--- src/rtl/mw_writeback.sv ---
// Memory-to-writeback pipeline register with the GRF write-data mux and the retired-instruction counter.
// Define MW_LOAD_EXT_EN to build in lb/lbu/lh/lhu extension; without it, memory results are passed through as lw.
module mw_writeback (
  input  logic        clk,
  input  logic        reset,
  input  logic        ValidM,
  input  logic        FlushM,
  input  logic        RegWriteM2,
  input  logic [1:0]  MemtoRegM2,
  input  logic [31:0] RDM,
  input  logic [31:0] ALUoutM2,
  input  logic [31:0] PC_4M2,
  input  logic [31:0] ext_immM2,
  input  logic [1:0]  TnewM2,
  input  logic [4:0]  AwriteM2,
  input  logic [2:0]  LoadTypeM,
  output logic        RegWriteW,
  output logic [4:0]  AwriteW,
  output logic [31:0] ResultW,
  output logic [1:0]  TnewW,
  output logic [31:0] PC_4W,
  output logic        ValidW,
  output logic [31:0] InstrCountW
);

  logic        valid_reg;
  logic        reg_write_reg;
  logic [1:0]  mem_to_reg_reg;
  logic [31:0] rd_reg;
  logic [31:0] alu_out_reg;
  logic [31:0] pc4_reg;
  logic [31:0] ext_imm_reg;
  logic [4:0]  awrite_reg;
  logic [1:0]  tnew_reg;
  logic [31:0] count_reg;
  logic [31:0] mem_data;

`ifdef MW_LOAD_EXT_EN
  logic [2:0]  load_type_reg;
  logic [7:0]  byte_sel;
  logic [15:0] half_sel;
`else
  logic        unused_load_type;
  assign unused_load_type = ^LoadTypeM;
`endif

  always_ff @(posedge clk) begin
    if (!reset) begin
      valid_reg      <= 1'b0;
      reg_write_reg  <= 1'b0;
      mem_to_reg_reg <= 2'd0;
      rd_reg         <= 32'd0;
      alu_out_reg    <= 32'd0;
      pc4_reg        <= 32'd0;
      ext_imm_reg    <= 32'd0;
      awrite_reg     <= 5'd0;
      tnew_reg       <= 2'd0;
      count_reg      <= 32'd0;
`ifdef MW_LOAD_EXT_EN
      load_type_reg  <= 3'd0;
`endif
    end else begin
      if (FlushM) begin
        valid_reg      <= 1'b0;
        reg_write_reg  <= 1'b0;
        mem_to_reg_reg <= 2'd0;
        rd_reg         <= 32'd0;
        alu_out_reg    <= 32'd0;
        pc4_reg        <= 32'd0;
        ext_imm_reg    <= 32'd0;
        awrite_reg     <= 5'd0;
        tnew_reg       <= 2'd0;
`ifdef MW_LOAD_EXT_EN
        load_type_reg  <= 3'd0;
`endif
      end else begin
        valid_reg      <= ValidM;
        reg_write_reg  <= RegWriteM2;
        mem_to_reg_reg <= MemtoRegM2;
        rd_reg         <= RDM;
        alu_out_reg    <= ALUoutM2;
        pc4_reg        <= PC_4M2;
        ext_imm_reg    <= ext_immM2;
        awrite_reg     <= AwriteM2;
        tnew_reg       <= (TnewM2 == 2'd0) ? 2'd0 : TnewM2 - 2'd1;
`ifdef MW_LOAD_EXT_EN
        load_type_reg  <= LoadTypeM;
`endif
      end
      if (ValidM && !FlushM)
        count_reg <= count_reg + 32'd1;
    end
  end

  // Misaligned halves are not faulted: only ALUout[1] picks the half.
  always_comb begin
    mem_data = rd_reg;
`ifdef MW_LOAD_EXT_EN
    byte_sel = rd_reg[7:0];
    case (alu_out_reg[1:0])
      2'd0:    byte_sel = rd_reg[7:0];
      2'd1:    byte_sel = rd_reg[15:8];
      2'd2:    byte_sel = rd_reg[23:16];
      default: byte_sel = rd_reg[31:24];
    endcase
    half_sel = alu_out_reg[1] ? rd_reg[31:16] : rd_reg[15:0];
    case (load_type_reg)
      3'b001:  mem_data = {{24{byte_sel[7]}}, byte_sel};
      3'b010:  mem_data = {24'd0, byte_sel};
      3'b011:  mem_data = {{16{half_sel[15]}}, half_sel};
      3'b100:  mem_data = {16'd0, half_sel};
      default: mem_data = rd_reg;
    endcase
`endif
  end

  always_comb begin
    ResultW = alu_out_reg;
    case (mem_to_reg_reg)
      2'b00:   ResultW = alu_out_reg;
      2'b01:   ResultW = mem_data;
      2'b10:   ResultW = pc4_reg + 32'd4;
      default: ResultW = ext_imm_reg;
    endcase
  end

  assign RegWriteW   = reg_write_reg && valid_reg && (awrite_reg != 5'd0);
  assign AwriteW     = awrite_reg;
  assign TnewW       = tnew_reg;
  assign PC_4W       = pc4_reg;
  assign ValidW      = valid_reg;
  assign InstrCountW = count_reg;

endmodule
--- config.mk ---
export PLATFORM = sky130hd
export DESIGN_NAME = mw_writeback
export DESIGN_NICKNAME = d
export VERILOG_FILES = /design/src/rtl/mw_writeback.sv
export SDC_FILE = /design/constraint.sdc
export NUM_CORES = 1
export LEC_CHECK = 0
export BUFFER_PORTS_ARGS = -buffer_cell sky130_fd_sc_hd__buf_2
export CORE_MARGIN = 5
export CORE_UTILIZATION = 30
export DETAILED_ROUTE_END_ITERATION = 16
export GPL_TIMING_DRIVEN = 0
export SLEW_MARGIN = 20
export SYNTH_ARGS = -nofsm -noshare
export SYNTH_HDL_FRONTEND = slang
export SYNTH_SLANG_ARGS = --single-unit
--- constraint.sdc ---
create_clock -name clk -period 3.95 [get_ports clk]
set_clock_uncertainty 0.2 [all_clocks]
set_input_delay 0.1975 -clock clk [delete_from_list [all_inputs] [get_ports clk]]
set_output_delay 0.1975 -clock clk [all_outputs]
set_load 0.05 [all_outputs]
== Word-level counts from Yosys, hierarchy flattened ==
Cells that the tools add are included.

* Bits in registers: 171
* Input bits: 145
* Output and inout port bits: 105
* Logic and storage cells: 26

* Add/sub/neg operators: 3
* Eq/ne operators: 2
* Muxes and demuxes: 1
* Bitwise gates (word level): 1
* Reductions and logical operators: 9

{| class="wikitable"
|+ Operator list
! operator !! number
|-
| case mux 32 bit (3 select lines) || 1
|-
| adder 32 x 1 -> 32 bit, second input constant || 1
|-
| adder 32 x 3 -> 32 bit, second input constant || 1
|-
| nonzero test 5 bit || 1
|-
| logical NOT 2 bit || 2
|-
| logical AND 1 bit || 3
|-
| OR reduction 3 bit || 1
|-
| == test 2 x 1 -> 1 bit, second input constant || 1
|-
| == test 2 bit, second input constant || 1
|-
| OR reduction 2 bit || 1
|-
| subtractor 2 x 1 -> 2 bit, second input constant || 1
|-
| logical NOT 1 bit || 1
|-
| NOT 1 bit || 1
|}

== Longest topological paths before layout ==
Gate-level depths: netlist (run 1).

* Word-level depth: 2
* Mapped depth: 6

== Worst setup path after synthesis (run 1) ==
No wires, ideal clock.

* Path type: flip-flop to output port
* Start: register pc4_reg[2] (netlist: PC_4W[2])
* End: output port ResultW[20]
* Arrival: 2.975 ns
* Data required time: 3.553 ns
* Slack: 0.578 ns
* Stages on the path, launching flop included: 7
* Path buffers: 0
* Path through: dfxtp_1 > ha_1 > and4_2 > nand3_1 > nor2_1 > mux2i_1 > a221oi_1

* Word-level cells in the longest chain between the ends: 2

{| class="wikitable"
|+ Ends and longest elaborated chain
! item !! RTL line !! text
|-
| start, declared || 31 || <nowiki>logic [31:0] pc4_reg;</nowiki>
|-
| start signal, assigned || 54 || <nowiki>pc4_reg <= 32'd0;</nowiki>
|-
| start signal, assigned || 69 || <nowiki>pc4_reg <= 32'd0;</nowiki>
|-
| start signal, assigned || 82 || <nowiki>pc4_reg <= PC_4M2;</nowiki>
|-
| adder 32 x 3 -> 32 bit || 122 || <nowiki>2'b10: ResultW = pc4_reg + 32'd4;</nowiki>
|-
| case mux 32 bit (3 select lines) || 119 || <nowiki>case (mem_to_reg_reg)</nowiki>
|-
| end, declared || 19 || <nowiki>output logic [31:0] ResultW,</nowiki>
|}

No other way between the ends.

== Final worst setup path (run 1) ==
* Start: register mem_to_reg_reg[0]
* End: output port ResultW[24]

* Word-level cells in the longest chain between the ends: 2
* Elaborated cells between the ends (all ways): 4

{| class="wikitable"
|+ Ends and longest elaborated chain
! item !! RTL line !! text
|-
| start, declared || 28 || <nowiki>logic [1:0] mem_to_reg_reg;</nowiki>
|-
| start signal, assigned || 79 || <nowiki>mem_to_reg_reg <= MemtoRegM2;</nowiki>
|-
| == test 2 bit, or another cell as far along || 119 ||
|-
| case mux 32 bit (3 select lines) * || 119 ||
|}

Every way passes the cells marked *; elsewhere a longest branch is shown, timed or not.

==> qor.csv, run 1 <==
stage,metric,value,unit
sta,fin_crit,3.70,ns
synthesis,synth_commonest_cells,"171 x dfxtp_1, 165 x and2_1, 37 x xnor2_1",
route,drtAntennaViolNets,0,
power_and_ir_drop,powerDensity,398,nW/µm²
global_routing,grt_pass1_wl,33300,µm
worst_setup_path,worst_path_max_delay_cell,buf_1,
clock_network,cts-resized-gates,0,
worst_setup_path,end_kind,output pin,
die,row_count,54,
route,drtIter0Drc,176,
place,hpwlAfterDp,15900,µm
global_routing,grt_pass1_vias,6119,
place,placed_cells_incl_taps,1140,
clock_network,cts-root-buf,clkbuf_16,
synthesis,ys_seq_area_frac,0.517,
power_and_ir_drop,p_leak,4.58,nW
clock_network,worstSkewPairLatency,0.43,ns
sta,rsz0062_at_grt,no,
synthesis,synth-main-ff-cell,dfxtp_1,
global_routing,grt_max_degree,19,
worst_setup_path,cp.required,3.55,ns
cells_and_area,seq_area,3420,µm²
synthesis,syn_inst,614,
worst_hold_path,min_path_cells,4,
synthesis,yosys_warnings,0,
route,drt_wl_total,21900,µm
clock_network,cts_tree,done,
synthesis,ys_ff_latch,171,
synthesis,yosysUniqueCellTypes,41,
outcome,status,finished clean,
cells_and_area,fin_nets,1168,
synthesis,yosys.area.top_type,dfxtp_1,
global_routing,grt_antenna_before_repair,3,
place,portBuffers,246,
cells_and_area,multi_input_area,3050,µm²
route,route.detailed.drc,0,
cells_and_area,drive_gt1_frac,0.312,
power_and_ir_drop,power.total,4.07,mW
route,routedWlPerCell,16.7,µm
synthesis,synth_most_common_cell,dfxtp_1,
die,pin_count,250,
sta,relSlewSlack,0.397,
die,core,21800,µm²
synthesis,async_reset_ff_frac,0,
cells_and_area,syn2layout_area_growth,54.7,%
sta,slew_viol_final,0,
clock_network,cts.reportedPaths.clkPinSlew,0.08,ns
synthesis,synth_edf_count,0,
global_routing,grt_usage,0.174,
synthesis,synth_top_area_frac,0.517,
clock_network,numCtsBuffers,17,
cells_and_area,fin_cells,1315,
global_routing,globalRoute.totalOverflow,0,
place,gp_congestion,0.796,
die,die_x,158,µm
clock_network,cts_setup_buffers,0,
sta,fin_tns_setup,0,ns
cells_and_area,nFillCells,2044,
synthesis,synth_area_leaders,"dfxtp_1 52%, and2_1 16%, mux4_2 7.5%, xnor2_1 4.9%, xor2_1 2.1%",
die,initial_core_util,0.304,
die,dieArea,25100,µm²
worst_hold_path,hold_path.class,input port to register,
power_and_ir_drop,irDropWorstVdd,242,µV
clock_network,cts-htree-levels,4,
cells_and_area,final_util,0.470,
route,dr.pass1.iters,4,
sta,setup_violations,0,
route,via_per_inst,4.48,
route,num_vias,5885,
sta,worst_pin_slew,0.905,ns
worst_setup_path,crit_fanout,10,
synthesis,syn_avg_cell_area,10.8,µm²
worst_setup_path,cp_slowest_stage_delay,0.74,ns
worst_setup_path,critPathMostFrequentCell,buf_1,
sta,period_share,0.937,
clock_network,clockBufferDepth,2,
sta,timing.fmax,270,MHz
synthesis,synth_nets,762,
worst_setup_path,ff2ff_path_depth,5,
sta,hold_viol_final,0,
synthesis,synth.cell_area,6620,µm²
clock_network,cts.sinks,171,
worst_setup_path,start_kind,register,
worst_setup_path,path_cells,clkbuf_1 -> buf_1 -> buf_1 -> mux4_2 -> buf_2,
run,drv_cap,0,
worst_setup_path,setup.worst_path.class,register to output pin,
worst_setup_path,cp.arrival,3.30,ns
die,fp.dieH,158,µm
[logic make-up after synthesis]
logic type                 after synthesis  share of synthesized area
muxes                                   38                      0.101
AOI/OAI and AO/OA                       24                     0.0219
xor gates and xnor gates                53                     0.0702
buffers and inverters                   38                     0.0231
and+or+nand+nor                        287                      0.261
adders and majority gates                3                    0.00567
DFF                                    171                      0.517
[stage by stage]
step                worst slack (ns)  hold WS [ns]  area, µm²
floorplan                      0.578        0.0764       6620
global placement               0.664         0.185       8200
detailed placement             0.661         0.190       8200
CTS                            0.178         0.126      10200
global route                  0.0805         0.159      10200
finish                         0.250         0.140      10200
[cell usage in the layout (no fill, tap or decap), types with 2 or more instances in the layout]
cell / instances
ha_1: 3
nor3b_1: 2
or2_2: 2
and2_1: 165
clkbuf_1: 22
clkinv_8: 2
nand4_1: 15
nor2b_1: 9
inv_8: 6
inv_1: 9
a21oi_1: 11
o22ai_1: 9
nor3_1: 9
buf_2: 248
nand2_1: 22
dlygate4sd3_1: 141
inv_6: 3
and3_1: 6
clkbuf_16: 17
nand2b_1: 5
nor4_2: 2
xnor2_1: 37
dfxtp_1: 171
nand3b_1: 2
mux2i_1: 6
diode_2: 2
and4_1: 4
mux2_2: 9
mux4_2: 22
xor2_1: 16
nor4_1: 5
buf_1: 3
nand3_1: 19
nor2_1: 13
[final cells by class]
class                      count  share of cell area
antenna                        2            0.000489
buffer                        29              0.0117
clock buffer                  18              0.0429
clock inverter                14              0.0169
inverter                       9             0.00330
multi-input combinational    405               0.298
sequential                   171               0.335
tap                          280              0.0342
timing repair buffer         387               0.258
[worst paths after layout]
path | start | endpoint | slack (ns)
min | reset | InstrCountW[24]$_SDFFE_PN0P_ | 0.14
min reg2reg | InstrCountW[24]$_SDFFE_PN0P_ | InstrCountW[24]$_SDFFE_PN0P_ | 0.29
max reg2reg | InstrCountW[4]$_SDFFE_PN0P_ | InstrCountW[28]$_SDFFE_PN0P_ | 1.53
max | mem_to_reg_reg[0]$_SDFF_PP0_ | ResultW[24] | 0.25
[worst max-delay path: cells and delay by family (launching register included)]
family | cells | cell delay, ns
buffers and inverters | 4 | 2.13
muxes | 1 | 0.42
DFF | 1 | 0.31
[metal layers]
metal,track usage,vias to the layer above,part of all wire,wire [µm]
li1,-,2883,-,-
met1,0.213,2762,0.42,9220
met4,0.0439,2,0.014,316
met3,0.0470,30,0.078,1710
met2,0.304,208,0.49,10700
met5,0,-,0.00059,13
[where the power goes]
| group | internal, mW | switching (mW) |
|---|---|---|
| registers | 1.78 | 0.0303 |
| logic | 0.240 | 0.283 |
| clock network | 0.930 | 0.806 |
[repair_timing]
action	in CTS	in global routing
hold buffers	141	0
setup endpoints to repair	0	0
endpoints found under the hold margin	139	0
(Power assumes the default switching activity.)
==> run 2: changes to the inputs <==
Settings changed: CORE_UTILIZATION 30 to 53, PLACE_DENSITY from default to 0.9, REMOVE_ABC_BUFFERS from default to 1.
==> run 2 against run 1 <==
Net effect: critical path depth rose by 2; cell count fell by 10%; via count is 10% higher; worst hold slack worse by 0.069 ns; highest routed layer is now met4; critical path type unchanged.
==> qor.csv, run 2 (synthesis gave the netlist of run 1 again) <==
stage,metric,value,unit
power_and_ir_drop,powerDensity,404,nW/µm²
worst_setup_path,cp_slowest_stage_delay,0.51,ns
route,drt_wl_total,24300,µm
place,gp_congestion,0.876,
global_routing,globalRoute.totalOverflow,0,
worst_setup_path,end_kind,output pin,
clock_network,numCtsBuffers,17,
worst_setup_path,start_kind,register,
route,drtAntennaViolNets,0,
route,route.detailed.drc,0,
global_routing,grt_max_degree,49,
power_and_ir_drop,p_seq_frac,0.450,
die,fp.dieH,122,µm
global_routing,grt_pass1_wl,37500,µm
clock_network,cts_tree,done,
die,row_count,40,
worst_hold_path,hold_path.class,input port to register,
power_and_ir_drop,swShare,0.258,
cells_and_area,final_common_cell,buf_2,
cells_and_area,final_util,0.831,
sta,hold_viol_final,0,
route,routedWlPerCell,20.7,µm
place,placed_cell_area,8040,µm²
outcome,status,finished clean,
sta,fin_crit,3.56,ns
worst_setup_path,path_buf_inv,1,
die,dieArea,14800,µm²
cells_and_area,design_area,10100,µm²
power_and_ir_drop,p_int,3.01,mW
place,placed_cells_incl_taps,1003,
power_and_ir_drop,p_comb_frac,0.131,
power_and_ir_drop,power_switching,1.05,mW
sta,slew_viol_final,0,
clock_network,clockBufferDepth,2,
global_routing,grt_usage,0.330,
clock_network,cts_setup_buffers,0,
run,drv_cap,0,
route,num_vias,6498,
sta,period_share,0.902,
cells_and_area,fin_cells,1178,
worst_setup_path,crit_family,simple AND/OR/NAND/NOR gates,
power_and_ir_drop,irDropWorstVdd,344,µV
die,pin_count,250,
cells_and_area,final_cell_mix,"246 x buf_2, 169 x dfxtp_1, 165 x and2_1",
die,die_x,122,µm
route,dr.pass1.iters,5,
global_routing,grt_antenna_before_repair,2,
sta,relSlewSlack,0.342,
die,core,12100,µm²
worst_setup_path,cp.required,3.55,ns
die,initial_core_util,0.546,
worst_setup_path,cp.arrival,3.17,ns
sta,worst_pin_slew,0.985,ns
power_and_ir_drop,power.total,4.06,mW
global_routing,grt_pass1_vias,6869,
place,portBuffers,246,
sta,setup_violations,0,
worst_setup_path,path_cells,ha_1 -> and4_2 -> nand3_1 -> nor4_1 -> xor2_1 -> mux4_2 -> buf_2,
sta,holdWs,0.0713,ns
route,via_per_inst,5.52,
clock_network,cts-root-buf,clkbuf_16,
worst_setup_path,crit_fanout,7,
clock_network,cts_hold_buf,141,
clock_network,cts.reportedPaths.clkPinSlew,0.07,ns
place,hpwlAfterDp,12600,µm
power_and_ir_drop,p_leak,4.57,nW
clock_network,worstSkewPairLatency,0.42,ns
cells_and_area,fin_nets,1143,
sta,rsz0062_at_grt,no,
worst_setup_path,setup.worst_path.class,register to output pin,
cells_and_area,drive_gt1_frac,0.322,
worst_setup_path,worst_path_max_delay_cell,mux4_2,
sta,timing.fmax,281,MHz
clock_network,cts-resized-gates,0,
cells_and_area,syn2layout_area_growth,52.1,%
route,drtIter0Drc,724,
clock_network,cts-htree-levels,4,
clock_network,cts.sinks,171,
power_and_ir_drop,p_clk_frac,0.419,
run 2: cell types whose count changed in the layout (fill, tap and decap cells not counted), moves of 2 or more:
| cell | change |
|---|---|
| clkinv_8 | -2 |
| clkinv_4 | +3 |
| buf_2 | -2 |
| buf_12 | +3 |
| clkbuf_1 | -22 |
| buf_1 | -3 |
| dfxtp_1 | -2 |
| clkbuf_8 | +2 |
| inv_8 | -6 |
| dfxtp_2 | +2 |
| clkinv_2 | +2 |
run 2: worst register-to-register path: cells and delay by family (launching register included):
| family | cells | cell delay [ns] |
|---|---|---|
| AND/OR/NAND/NOR | 4 | 1.48 |
| multiplexers | 1 | 0.17 |
| flip-flops | 1 | 0.45 |
run 2: cell type report:
type | count | area [µm²]
repair buffers | 391 | 2730
clock buffers | 20 | 467
diodes | 2 | 5.00
clock inverters | 12 | 138
multi-input cells | 405 | 3050
fillers | 649 | 2050
well taps | 168 | 210
flip-flops and latches | 171 | 3430
inverters | 9 | 33.8
run 2: worst paths after layout:
path                                start                            to  slack [ns]  cells past startpoint
max                   PC_4W[2]$_SDFF_PP0_                   ResultW[28]        0.39                      7
min                                FlushM   InstrCountW[1]$_SDFFE_PN0P_        0.07                      4
max reg2reg   InstrCountW[4]$_SDFFE_PN0P_  InstrCountW[28]$_SDFFE_PN0P_        1.59                      5
min reg2reg  InstrCountW[30]$_SDFFE_PN0P_  InstrCountW[30]$_SDFFE_PN0P_        0.29                      2
run 2: per-layer routing:
metal | vias to the layer above | GRT usage | wire, µm
met2 | 487 | 0.577 | 12200
li1 | 2827 | - | -
met3 | 148 | 0.102 | 2400
met5 | - | 0 | 0
met1 | 3036 | 0.351 | 8240
met4 | 0 | 0.193 | 1460
run 2: power groups by stage:
stage	combinational, mW	clock (mW)	sequential, mW
global placement	0.369	0	1.86
CTS	0.503	1.69	1.82
floorplan	0.180	0	1.91
global route	0.556	1.79	1.83
finish	0.531	1.70	1.83
detailed placement	0.389	0	1.86
run 2: stage by stage:
stage	setup slack [ns]	TNS [ns]
finish	0.387	0
global route	0.396	0
CTS	0.701	0
detailed placement	1.17	0
global placement	-2.49	-331.27
floorplan	0.343	0
